[src/rtl/frodo_mac_sequencer.sv]
// Control stage for the Frodo MAC: streams N_LEN operand pairs, chains each MAC result back as in_c.
// Optional macro FRODO_SEQ_QMASK_EN reduces res_data mod 2^LOG_Q; acc itself stays full width.
module frodo_mac_sequencer #(
  parameter int W       = 16,
  parameter int N_LEN   = 8,
  parameter int MAC_LAT = 1,
  parameter int LOG_Q   = 15
) (
  input  logic         clk,
  input  logic         reset,
  input  logic         start,
  input  logic [W-1:0] e_in,
  output logic         busy,
  input  logic         op_valid,
  output logic         op_ready,
  input  logic [W-1:0] op_a,
  input  logic [W-1:0] op_s,
  output logic         mac_en,
  output logic [W-1:0] mac_a,
  output logic [W-1:0] mac_b,
  output logic [W-1:0] mac_c,
  input  logic [W-1:0] mac_d,
  output logic         res_valid,
  input  logic         res_ready,
  output logic [W-1:0] res_data
);

  localparam int KW = $clog2(N_LEN + 1);
  localparam int CW = $clog2(MAC_LAT + 1);
  localparam logic [KW-1:0] K_LAST = KW'(N_LEN - 1);
  localparam logic [CW-1:0] C_LAST = CW'(MAC_LAT);

`ifdef FRODO_SEQ_QMASK_EN
  localparam logic [W-1:0] RES_MASK = W'((64'd1 << LOG_Q) - 64'd1);
`else
  localparam logic [W-1:0] RES_MASK = '1;
`endif

  if (N_LEN < 1 || MAC_LAT < 1 || LOG_Q < 1 || LOG_Q > W) begin : g_param_check
    $error("frodo_mac_sequencer: illegal parameter combination");
  end

  typedef enum logic [1:0] {S_IDLE, S_FETCH, S_WAIT, S_RESULT} state_t;

  state_t        state_q, state_d;
  logic [W-1:0]  acc_q, acc_d;
  logic [KW-1:0] k_q, k_d;
  logic [CW-1:0] cnt_q, cnt_d;
  logic          busy_q, busy_d;
  logic          mac_en_q, mac_en_d;
  logic [W-1:0]  mac_a_q, mac_a_d, mac_b_q, mac_b_d, mac_c_q, mac_c_d;
  logic          res_valid_q, res_valid_d;
  logic [W-1:0]  res_data_q, res_data_d;

  always_comb begin
    state_d     = state_q;
    acc_d       = acc_q;
    k_d         = k_q;
    cnt_d       = cnt_q;
    mac_en_d    = 1'b0;
    mac_a_d     = mac_a_q;
    mac_b_d     = mac_b_q;
    mac_c_d     = mac_c_q;
    res_valid_d = res_valid_q;
    res_data_d  = res_data_q;
    case (state_q)
      S_IDLE: begin
        if (start) begin
          acc_d   = e_in;
          k_d     = '0;
          state_d = S_FETCH;
        end
      end
      S_FETCH: begin
        if (op_valid) begin
          mac_a_d  = op_a;
          mac_b_d  = op_s;
          mac_c_d  = acc_q;
          mac_en_d = 1'b1;
          cnt_d    = '0;
          state_d  = S_WAIT;
        end
      end
      S_WAIT: begin
        // cnt_q counts WAIT edges; the last one is the capture edge h+1+MAC_LAT
        if (cnt_q == C_LAST) begin
          acc_d   = mac_d;
          k_d     = k_q + KW'(1);
          state_d = (k_q == K_LAST) ? S_RESULT : S_FETCH;
        end else begin
          cnt_d = cnt_q + CW'(1);
        end
      end
      S_RESULT: begin
        if (res_valid_q && res_ready) begin
          res_valid_d = 1'b0;
          state_d     = S_IDLE;
        end else begin
          res_valid_d = 1'b1;
          res_data_d  = acc_q & RES_MASK;
        end
      end
      default: state_d = S_IDLE;
    endcase
    busy_d = (state_d != S_IDLE);
  end

  always_ff @(posedge clk or negedge reset) begin
    if (!reset) begin
      state_q     <= S_IDLE;
      acc_q       <= '0;
      k_q         <= '0;
      cnt_q       <= '0;
      busy_q      <= 1'b0;
      mac_en_q    <= 1'b0;
      mac_a_q     <= '0;
      mac_b_q     <= '0;
      mac_c_q     <= '0;
      res_valid_q <= 1'b0;
      res_data_q  <= '0;
    end else begin
      state_q     <= state_d;
      acc_q       <= acc_d;
      k_q         <= k_d;
      cnt_q       <= cnt_d;
      busy_q      <= busy_d;
      mac_en_q    <= mac_en_d;
      mac_a_q     <= mac_a_d;
      mac_b_q     <= mac_b_d;
      mac_c_q     <= mac_c_d;
      res_valid_q <= res_valid_d;
      res_data_q  <= res_data_d;
    end
  end

  assign op_ready  = (state_q == S_FETCH);
  assign busy      = busy_q;
  assign mac_en    = mac_en_q;
  assign mac_a     = mac_a_q;
  assign mac_b     = mac_b_q;
  assign mac_c     = mac_c_q;
  assign res_valid = res_valid_q;
  assign res_data  = res_data_q;

endmodule

[config.mk]
export PLATFORM = sky130hd
export DESIGN_NAME = frodo_mac_sequencer
export DESIGN_NICKNAME = d
export VERILOG_FILES = /design/src/rtl/frodo_mac_sequencer.sv
export SDC_FILE = /design/constraint.sdc
export NUM_CORES = 1
export LEC_CHECK = 0
export ABC_AREA = 1
export CAP_MARGIN = 25
export CORE_MARGIN = 5
export CORE_UTILIZATION = 30
export DETAILED_ROUTE_END_ITERATION = 8
export PLACE_DENSITY = 0.69
export SLEW_MARGIN = 10
export SYNTH_ARGS = -nofsm -noshare
export SYNTH_HDL_FRONTEND = slang
export SYNTH_SLANG_ARGS = --single-unit
[constraint.sdc]
create_clock -name clk -period 2.4 [get_ports clk]
set_input_delay 0.24 -clock clk [delete_from_list [all_inputs] [get_ports clk]]
set_output_delay 0.24 -clock clk [all_outputs]
set_load 0.03 [all_outputs]
==> key figures, run 1 <==
Synth
  – Yosys reg bits: 90
  – Synth area leaders: dfrtp_1 61%, nand2_1 21%, o21ai_0 4.5%
  – Distinct cells, synth: 18
  – Synth warn: 0
  – Synthesized area: approximately 3700 um2
  – Synth top area share: approximately 61%
  – Syn_nets: 482
  – Sequential area share after synthesis: 61.2%
  – Mean post-synth cell area: approximately 8.9 um2
  – Synth area leader: dfrtp_1
  – Syn Inst Count: around 410

STA
  – Final Cycle Share: about four fifths
  – Final hold violations: 0
  – Setup Skew: around 0.0065 ns
  – Max Slew Vio Count: 0
  – Slew HR: between 60% and 70%
  – Final min period: ~1.9 ns
  – Final number of setup-violating endpoints: 0
  – Fin Setup TNS: 0 ns
  – RSZ-0062 raised after global routing: false
  – Worst-margin pin slew: 0.499 ns
  – Fmax: 534 MHz

Final layout
  – Filler cell count: 1,172
  – Share of layout cells above drive strength 1: under 10%
  – FF+latch area: ~2300 um2
  – ANT cells: 0
  – Multi-input gate area: between 1000 and 1500 um2
  – Final nets: just over 600
  – Final Instance Area: 5490 um2
  – Area grow syn2layout: 49.2%

Setup path
  – CP Capture Type: output pin
  – Crit path launch type: flop
  – CP peak stage delay: 0.66 ns
  – CP Class: reg -> out
  – Worst-path fanout max: 5
  – Crit path max-delay cell type: clkdlybuf4s50_1
  – Crit path cell chain: inv_2, nand2_1, inv_1, clkdlybuf4s50_1
  – CP bufs+invs: 3
  – CP required: ~2.2 ns
  – Worst EP arrival: between 1.5 and 2 ns
  – Crit path max-delay family: buffers and inverters

CTS
  – CTS tree: yes
  – CTS sink count: 90
  – Clk Latency, worst-skew pair: about 0.34 ns
  – CTS Buf Count: 9
  – Clock root buffer: clkbuf_16
  – CTS H-tree lvls: 3
  – CTS clk-pin slew, worst paths: about 0.06 ns
  – CTS Buffer Depth: 2

Global route
  – Number of global-route vias before repair: roughly 3,100
  – GRT Overall Usage: between 10% and 20%
  – Grt ovf: 0
  – Largest net degree at the start of global routing: around 90
  – First-pass GRT wire length: 15.8 mm
  – Initial antenna violation count: 0

Placed design
  – RePlAce Congestion: around 0.73
  – Post-DP HPWL: between 6 and 7 mm
  – I/O Buffers: between 100 and 150
  – Placed Instance Area: about 5200 um2

Flow run
  – MaxCap Viol Count: 0

Worst hold path
  – Worst hold-check path type: in -> reg

Floorplan
  – DIE AREA: about 15,000 um2
  – Height of the chip: 121 um
  – Starting Density: 30.6%
  – Die width: approximately 120 um
  – Ports: 137
  – Rows: 40
  – Core region area: ~12,000 um2

Route
  – DR vias: around 3,100
  – WL/cell: around 14 um
  – Initial DRC Count: roughly 160
  – Wirelength, routed: 9.63 mm
  – DRT antenna net count: 0
  – # DRC: 0
  – Via density: approximately 4.4
  – Pre-Repair DR Iteration Count: 4

Outcome
  – Status: complete, no violations

Pwr
  – Worst VDD drop: around 0.00057 V
  – Pwr dens: between 1000 and 1500 nW/um2
  – Pleak: 0.00265 uW
-- layout by cell type (no fill, tap or decap) --
master	count
nand2_1	205
clkdlybuf4s50_1	135
dfrtp_1	90
o21ai_0	33
inv_1	24
o21ai_2	15
nand3_1	11
clkbuf_16	9
buf_4	6
nor2_1	5
inv_2	3
o21ai_1	2
bufinv_16	2
clkbuf_1	2
inv_6	2
nand3_2	1
nand2_2	1
a21oi_2	1
nand2_4	1
xnor2_1	1
ha_1	1
clkinv_4	1
dlygate4sd3_1	1
buf_12	1
-- cells by family after synthesis --
family	after synthesis	synth area share (%)
flops	90	61.2
xor+xnor	1	0.238
compound gates	51	8.57
fa+ha+maj	1	0.340
simple gates	224	23.5
buf+inv	45	6.15
-- synth_stat cells, drive strengths merged --
cell type,instances
a21oi,1
xnor2,1
nor2,5
o21ai,50
nand2,207
dfrtp,90
inv,27
nand3,12
ha,1
buf,14
clkbuf,4
-- power by group --
part	switching (uW)	leakage [uW]	total (uW)	internal [uW]
sequential	348	0.00114	2530	2180
combinational	2260	0.00136	3670	1410
clock	589	0.000155	1510	923
total	3200	0.00265	7710	4510
-- repair_timing --
item                                    CTS  global route
gates resized for setup                   0             0
hold buffers                              1             0
endpoints found under the setup margin    0             0
hold endpoints to repair                 90             0
buffers inserted                          0             0
-- per-layer routing --
layer  global-route usage (%)  vias to the layer above  part of all wire [%]
met5                        0                        -                     0
met1                     17.1                     1470                    42
met3                     3.65                       12                   5.6
li1                         -                     1539                     -
met4                     5.45                        0                   1.7
met2                     22.7                       78                    51
-- through the flow --
step / utilization (%) / std cells / worst slack, ns / hold WS, ns / power (uW)
floorplan: - / 412 / 1.15 / -0.0556 / 4800
global placement: 43.0 / 683 / 0.811 / 0.314 / 6200
detailed placement: 43.0 / 683 / 0.765 / 0.325 / 6290
CTS: 45.7 / 700 / 0.510 / 0.422 / 7840
global route: 45.7 / 700 / 0.429 / 0.430 / 8240
finish: 45.7 / 700 / 0.527 / 0.436 / 7710
-- sequential cells by signal, summed over array words and instances, names as in the netlist, 2 cells and up --
signal and cells:
acc_q 16, k_q 4, mac_a 16, mac_c 16, state_q 2, res_data 16
mac_b 16
-- final timing paths --
kind	depth (start not counted)	startpoint	end	slack, ns
hold reg to reg	2	mac_b[9]	mac_b[9]	0.48
max in group asynchronous	3	reset	mac_en	1.52
setup / recovery	4	state_q[1]	op_ready	0.53
min in group asynchronous	3	reset	busy	0.47
setup reg to reg	5	state_q[1]	k_q[0]	0.91
hold / removal	3	op_s[2]	mac_b[2]	0.44
-- worst min-delay path, cell delays in order --
cell and delay [ns]:
clkdlybuf4s50_1 0.39, nand2_1 0.06, nand2_1 0.04
-- final cells by class --
| type | instances | area share [%] |
|---|---|---|
| clock inverter | 5 | 1.57 |
| multi-input combinational | 277 | 22.0 |
| tap | 147 | 3.35 |
| sequential | 90 | 41.0 |
| inverter | 27 | 1.85 |
| timing repair buffer | 143 | 26.0 |
| clock buffer | 11 | 4.24 |
No activity file was read; power rests on OpenSTA's default activity.
==> inputs of run 2 (changes only) <==
clock period = 1.83 ns   (was 2.4 ns; I/O delays follow)
==> run 2 against run 1 <==
  * Die area is the same
  * Combinational power grew 35%
  * Cell area rose by 0.59%
  * Cell count grew 0.43%
  * Total power up 31%
  * Wire length increased by 2.2%
  * Global-route usage is 0.30 points higher
  * Sequential power grew 31%
  * Non-clock buffer count increased by 3
  * Critical path type unchanged
  * Flip-flop and latch count unchanged
  * Critical endpoint is now mac_c[13]
  * Count of clock-buffer cells in the layout decreased by 1
  * Critical path depth decreased by 3
==> key figures, run 2 (same netlist as run 1, synthesis figures left out) <==
CTS
  – CTS H-tree lvls: 3
  – CTS clk-pin slew, worst paths: 0.06 ns
  – CTS tree: yes
  – CTS sink count: 90
  – Clk Latency, worst-skew pair: ~0.34 ns
  – Clock root buffer: clkbuf_16
  – Postcts setup bufs: 0
  – CTS Buf Count: 9
  – CTS Buffer Depth: 2

Outcome
  – Status: complete, no violations

Setup path
  – Worst-path fanout max: 2
  – FF-to-FF setup slack: around 0.40 ns
  – Critical R2R Launch: state_q[0]
  – CP Class: reg -> out
  – Terminus of the critical flop-to-flop path: acc_q[8]
  – Crit path max-delay cell type: clkdlybuf4s50_1
  – Crit path launch type: flop
  – Crit path cell chain: clkdlybuf4s50_1
  – CP peak stage delay: around 0.7 ns
  – Crit path max-delay family: buffers and inverters
  – CP Capture Type: output pin
  – CP bufs+invs: 1
  – Worst Reg-to-Reg Cells: 6
  – Worst EP arrival: between 1 and 1.5 ns
  – CP required: roughly 1.7 ns

Final layout
  – Area grow syn2layout: 50.0%
  – Filler cell count: 1,186
  – Leading cell types in the layout, fill and taps excluded: 205 x nand2_1, 134 x clkdlybuf4s50_1, 90 x dfrtp_1, 33 x o21ai_0, 24 x inv_1
  – Share of layout cells above drive strength 1: about 8.6%
  – Cell Count, Final, Fillers Out: 703
  – Final nets: about 620
  – Commonest non-fill, non-tap cell in the layout: nand2_1
  – ANT cells: 0

Floorplan
  – Starting Density: a little under a third
  – DIE AREA: 14,600 um2
  – Core region area: about 12,000 um2
  – Height of the chip: between 100 and 150 um
  – Rows: 40
  – Ports: approximately 140
  – Die width: 121 um

STA
  – Setup Skew: roughly 0.0061 ns
  – Final hold violations: 0
  – Max Slew Vio Count: 0
  – Fin Setup TNS: 0 ns
  – RSZ-0062 raised after global routing: false
  – Fmax: about 630 MHz
  – Hold WS: 0.376 ns
  – Worst-margin pin slew: roughly 0.48 ns
  – Final Cycle Share: around 87%
  – Final min period: roughly 1.6 ns
  – Final number of setup-violating endpoints: 0
  – Slew HR: 67.8%

Route
  – WL/cell: 14.0 um
  – Initial DRC Count: approximately 180
  – DR vias: between 3,000 and 4,000
  – Pre-Repair DR Iteration Count: 4
  – DRT antenna net count: 0
  – Via density: 4.44
  – # DRC: 0
  – Wirelength, routed: 9.84 mm

Global route
  – Number of global-route vias before repair: approximately 3,300
  – Initial antenna violation count: 0
  – Grt ovf: 0
  – GRT Overall Usage: between 10% and 20%
  – First-pass GRT wire length: 16.3 mm
  – Largest net degree at the start of global routing: 91

Worst hold path
  – Worst hold-check path type: in -> reg
  – Hold Crit Endpoint: mac_b[1]
  – Hold path depth: 3
  – Hold Crit Start: op_s[1]

Pwr
  – Pwr dens: between 1500 and 2000 nW/um2
  – Worst VDD drop: between 0.0007 and 0.0008 V
  – PnR Total Power: 10,100 uW
  – Pleak: roughly 0.0027 uW

Placed design
  – RePlAce Congestion: between 0.7 and 0.8
  – I/O Buffers: between 100 and 150
  – Placed cells: roughly 700
  – Post-DP HPWL: 7.26 mm

Flow run
  – MaxCap Viol Count: 0
-- run 2: metrics by stage --
stage	instance area [um2]	utilization [%]	setup WS, ns
after floorplan	3680	-	0.578
after global placement	5210	43.4	0.323
after detailed placement	5210	43.4	0.271
after CTS	5520	46.0	0.210
after global routing	5520	46.0	0.189
final	5520	46.0	0.246
-- run 2: worst max-delay path by stage --
stage | start | endpoint | slack [ns] | cells after the start
finish | mac_c[13] | mac_c[13] | 0.25 | 1
global route | state_q[1] | op_ready | 0.19 | 4
CTS | mac_c[13] | mac_c[13] | 0.21 | 1
detailed placement | start | acc_q[8] | 0.27 | 6
global placement | start | acc_q[6] | 0.32 | 6
floorplan | res_valid | res_data[2] | 0.58 | 5
-- run 2: routing by layer --
layer	wire, um	share of wire, %	up-vias	track usage [%]
met5	0	0	-	0
met4	183	1.9	0	5.31
met3	517	5.3	13	3.27
met2	5080	52	78	24.6
met1	4050	41	1480	16.7
li1	-	-	1550	-
-- run 2: repair_timing --
| action | 4_1_cts | 5_1_grt |
|---|---|---|
| gates resized for setup | 1 | 0 |
| hold buffers | 1 | 0 |
| setup endpoints to repair | 1 | 0 |
| endpoints found under the hold margin | 90 | 0 |
-- run 2: cell type report --
| class | instances | area (um2) | share of cell area [%] |
|---|---|---|---|
| Timing Repair Buffer | 146 | 1470 | 26.7 |
| Inverter | 27 | 101 | 1.84 |
| Tap cell | 147 | 184 | 3.33 |
| Clock buffer | 10 | 239 | 4.33 |
| Clock inverter | 6 | 66.3 | 1.20 |
| Sequential cell | 90 | 2250 | 40.8 |
| Multi-Input combinational cell | 277 | 1210 | 21.9 |
-- run 2: where the power goes --
part           internal, uW  switching [uW]
combinational          1920            3010
sequential             2860             453
clock                  1100             775
total                  5880            4240
==> inputs of run 3 (changes only) <==
CORE_ASPECT_RATIO = 0.8   (was unset)
==> run 3 against run 2 <==
  * Combinational power decreased by 2%
  * Critical path depth stayed put
  * Sequential share of layout area increased by 0.12 points
  * Count of clock-buffer cells in the layout shrank 1
  * Via count fell by 1.1%
  * Cell area shrank 0.29%
  * Critical endpoint is now res_data[8]
==> key figures, run 3 (same netlist as run 1, synthesis figures left out) <==
Final layout
  – Share of layout cells above drive strength 1: slightly above 8%
  – Commonest non-fill, non-tap cell in the layout: nand2_1
  – Area grow syn2layout: 49.6%
  – Final Instance Area: 5510 um2
  – Final nets: between 600 and 700
  – ANT cells: 0
  – Leading cell types in the layout, fill and taps excluded: 205 x nand2_1, 134 x clkdlybuf4s50_1, 90 x dfrtp_1, 33 x o21ai_0, 24 x inv_1

STA
  – Final number of setup-violating endpoints: 0
  – Setup ws final: between 0.2 and 0.3 ns
  – Worst-margin pin slew: ~0.46 ns
  – Final min period: ~1.6 ns
  – Final hold violations: 0
  – Hold WS: approximately 0.34 ns
  – Slew HR: between 60% and 70%
  – Max Slew Vio Count: 0
  – RSZ-0062 raised after global routing: false
  – Fmax: between 600 and 700 MHz
  – Fin Setup TNS: 0 ns
  – Setup Skew: between 0.004 and 0.005 ns
  – Final Cycle Share: between 80% and 90%

Floorplan
  – Starting Density: approximately 30%
  – Core region area: approximately 12,000 um2
  – Ports: ~140
  – DIE AREA: around 15,000 um2
  – Height of the chip: 109 um
  – Rows: 36
  – Die width: around 130 um

Setup path
  – Worst Reg-to-Reg Cells: 5
  – CP Class: reg -> out
  – Launch point of the worst path: res_data[8]
  – FF-to-FF setup slack: 0.36 ns
  – Worst setup path endpoint: res_data[8]
  – Terminus of the critical flop-to-flop path: k_q[0]
  – Critical path depth: 1
  – CP peak stage delay: roughly 0.71 ns
  – Worst-path fanout max: 2
  – CP Capture Type: output pin
  – Crit path launch type: flop
  – Crit path cell chain: clkdlybuf4s50_1
  – Crit path max-delay family: buffers and inverters
  – CP bufs+invs: 1
  – Critical R2R Launch: state_q[1]
  – Crit path max-delay cell type: clkdlybuf4s50_1
  – Worst EP arrival: about 1.4 ns
  – CP required: roughly 1.7 ns

Flow run
  – MaxCap Viol Count: 0

Pwr
  – Switch share: 42.0%
  – Pint: between 5000 and 6000 uW
  – Fraction of power consumed by sequential logic: between 30% and 40%
  – Clock Power Share: between 15 and 20%
  – Pleak: about 0.0027 uW
  – NetSw: 4210 uW
  – Comb power frac: slightly below 50%
  – Pwr dens: roughly 1800 nW/um2
  – Worst VDD drop: just over 0.0007 V
  – PnR Total Power: around 10,000 uW

Outcome
  – Status: complete, no violations

Route
  – Pre-Repair DR Iteration Count: 4
  – DR vias: a little over 3,000
  – DRT antenna net count: 0
  – Via density: 4.38
  – Wirelength, routed: approximately 9.4 mm
  – WL/cell: about 13 um
  – # DRC: 0
  – Initial DRC Count: 155

Global route
  – GRT Overall Usage: approximately 14%
  – Grt ovf: 0
  – Largest net degree at the start of global routing: 58
  – Initial antenna violation count: 0
  – Number of global-route vias before repair: between 3,000 and 4,000
  – First-pass GRT wire length: 15.9 mm

CTS
  – CTS sink count: 90
  – CTS H-tree lvls: 3
  – Clk Latency, worst-skew pair: about 0.33 ns
  – CTS tree: yes
  – CTS Buf Count: 9
  – Clock root buffer: clkbuf_16
  – CTS clk-pin slew, worst paths: 0.07 ns
  – CTS Buffer Depth: 2

Placed design
  – Placed Instance Area: slightly above 5000 um2
  – RePlAce Congestion: between 0.7 and 0.8
  – I/O Buffers: 136
  – Pre-CTS setup slack: about 0.22 ns
  – Post-DP HPWL: approximately 7.0 mm

Worst hold path
  – Worst hold-check path type: in -> async
## run 3: changes by cell type in the layout (fill, tap and decap cells not counted)
| cell | before | now |
|---|---|---|
| buf_4 | 7 | 4 |
| clkinv_4 | 3 | 1 |
| clkinvlp_4 | 0 | 2 |
| inv_6 | 0 | 2 |
| clkbuf_8 | 1 | 0 |
| clkinv_2 | 2 | 1 |
| dlygate4sd2_1 | 1 | 0 |
| dlymetal6s2s_1 | 0 | 1 |
## run 3: area by class of cell
| class | instances | area (um2) |
|---|---|---|
| fillers | 1158 | 6610 |
| flip-flops and latches | 90 | 2250 |
| repair buffers | 143 | 1450 |
| multi-input cells | 277 | 1210 |
| clock buffers | 9 | 225 |
| well taps | 152 | 190 |
| inverters | 27 | 101 |
| clock inverters | 7 | 76.3 |
## run 3: stage by stage
stage,instances,utilization (%)
floorplan,412,-
global placement,688,42.9
detailed placement,688,42.9
CTS,705,45.4
global route,705,45.4
finish,705,45.4
## run 3: power groups by stage
stage / clock network [uW] / logic [uW] / registers (uW)
after floorplan: 0 / 1740 / 4560
after global placement: 0 / 4830 / 3320
after detailed placement: 0 / 4940 / 3350
after CTS: 1910 / 4950 / 3320
after global routing: 1990 / 5330 / 3430
final: 1850 / 4860 / 3320
## run 3: how the worst min path moves through the flow
stage,startpoint,slack (ns),cells after the start,end
detailed placement,reset,0.16,1,acc_q[10]
global route,op_a[11],0.38,3,mac_a[11]
floorplan,reset,-0.11,0,acc_q[0]
CTS,reset,0.37,2,res_data[9]
finish,reset,0.34,2,res_data[11]
global placement,reset,0.16,1,acc_q[10]
## run 3: metal layers
| layer | GRT usage [%] | vias up | part of all wire, % |
|---|---|---|---|
| li1 | - | 1545 | - |
| met1 | 17.2 | 1441 | 44 |
| met2 | 22.6 | 92 | 48 |
| met3 | 4.52 | 8 | 6.6 |
| met4 | 2.86 | 0 | 0.67 |
| met5 | 0 | - | 0 |
## run 3: repair_timing
action	in CTS	in global routing
hold buffers	1	0
endpoints found under the setup margin	0	1
hold endpoints to repair	33	0
buffers inserted	0	0
gates resized for setup	0	1
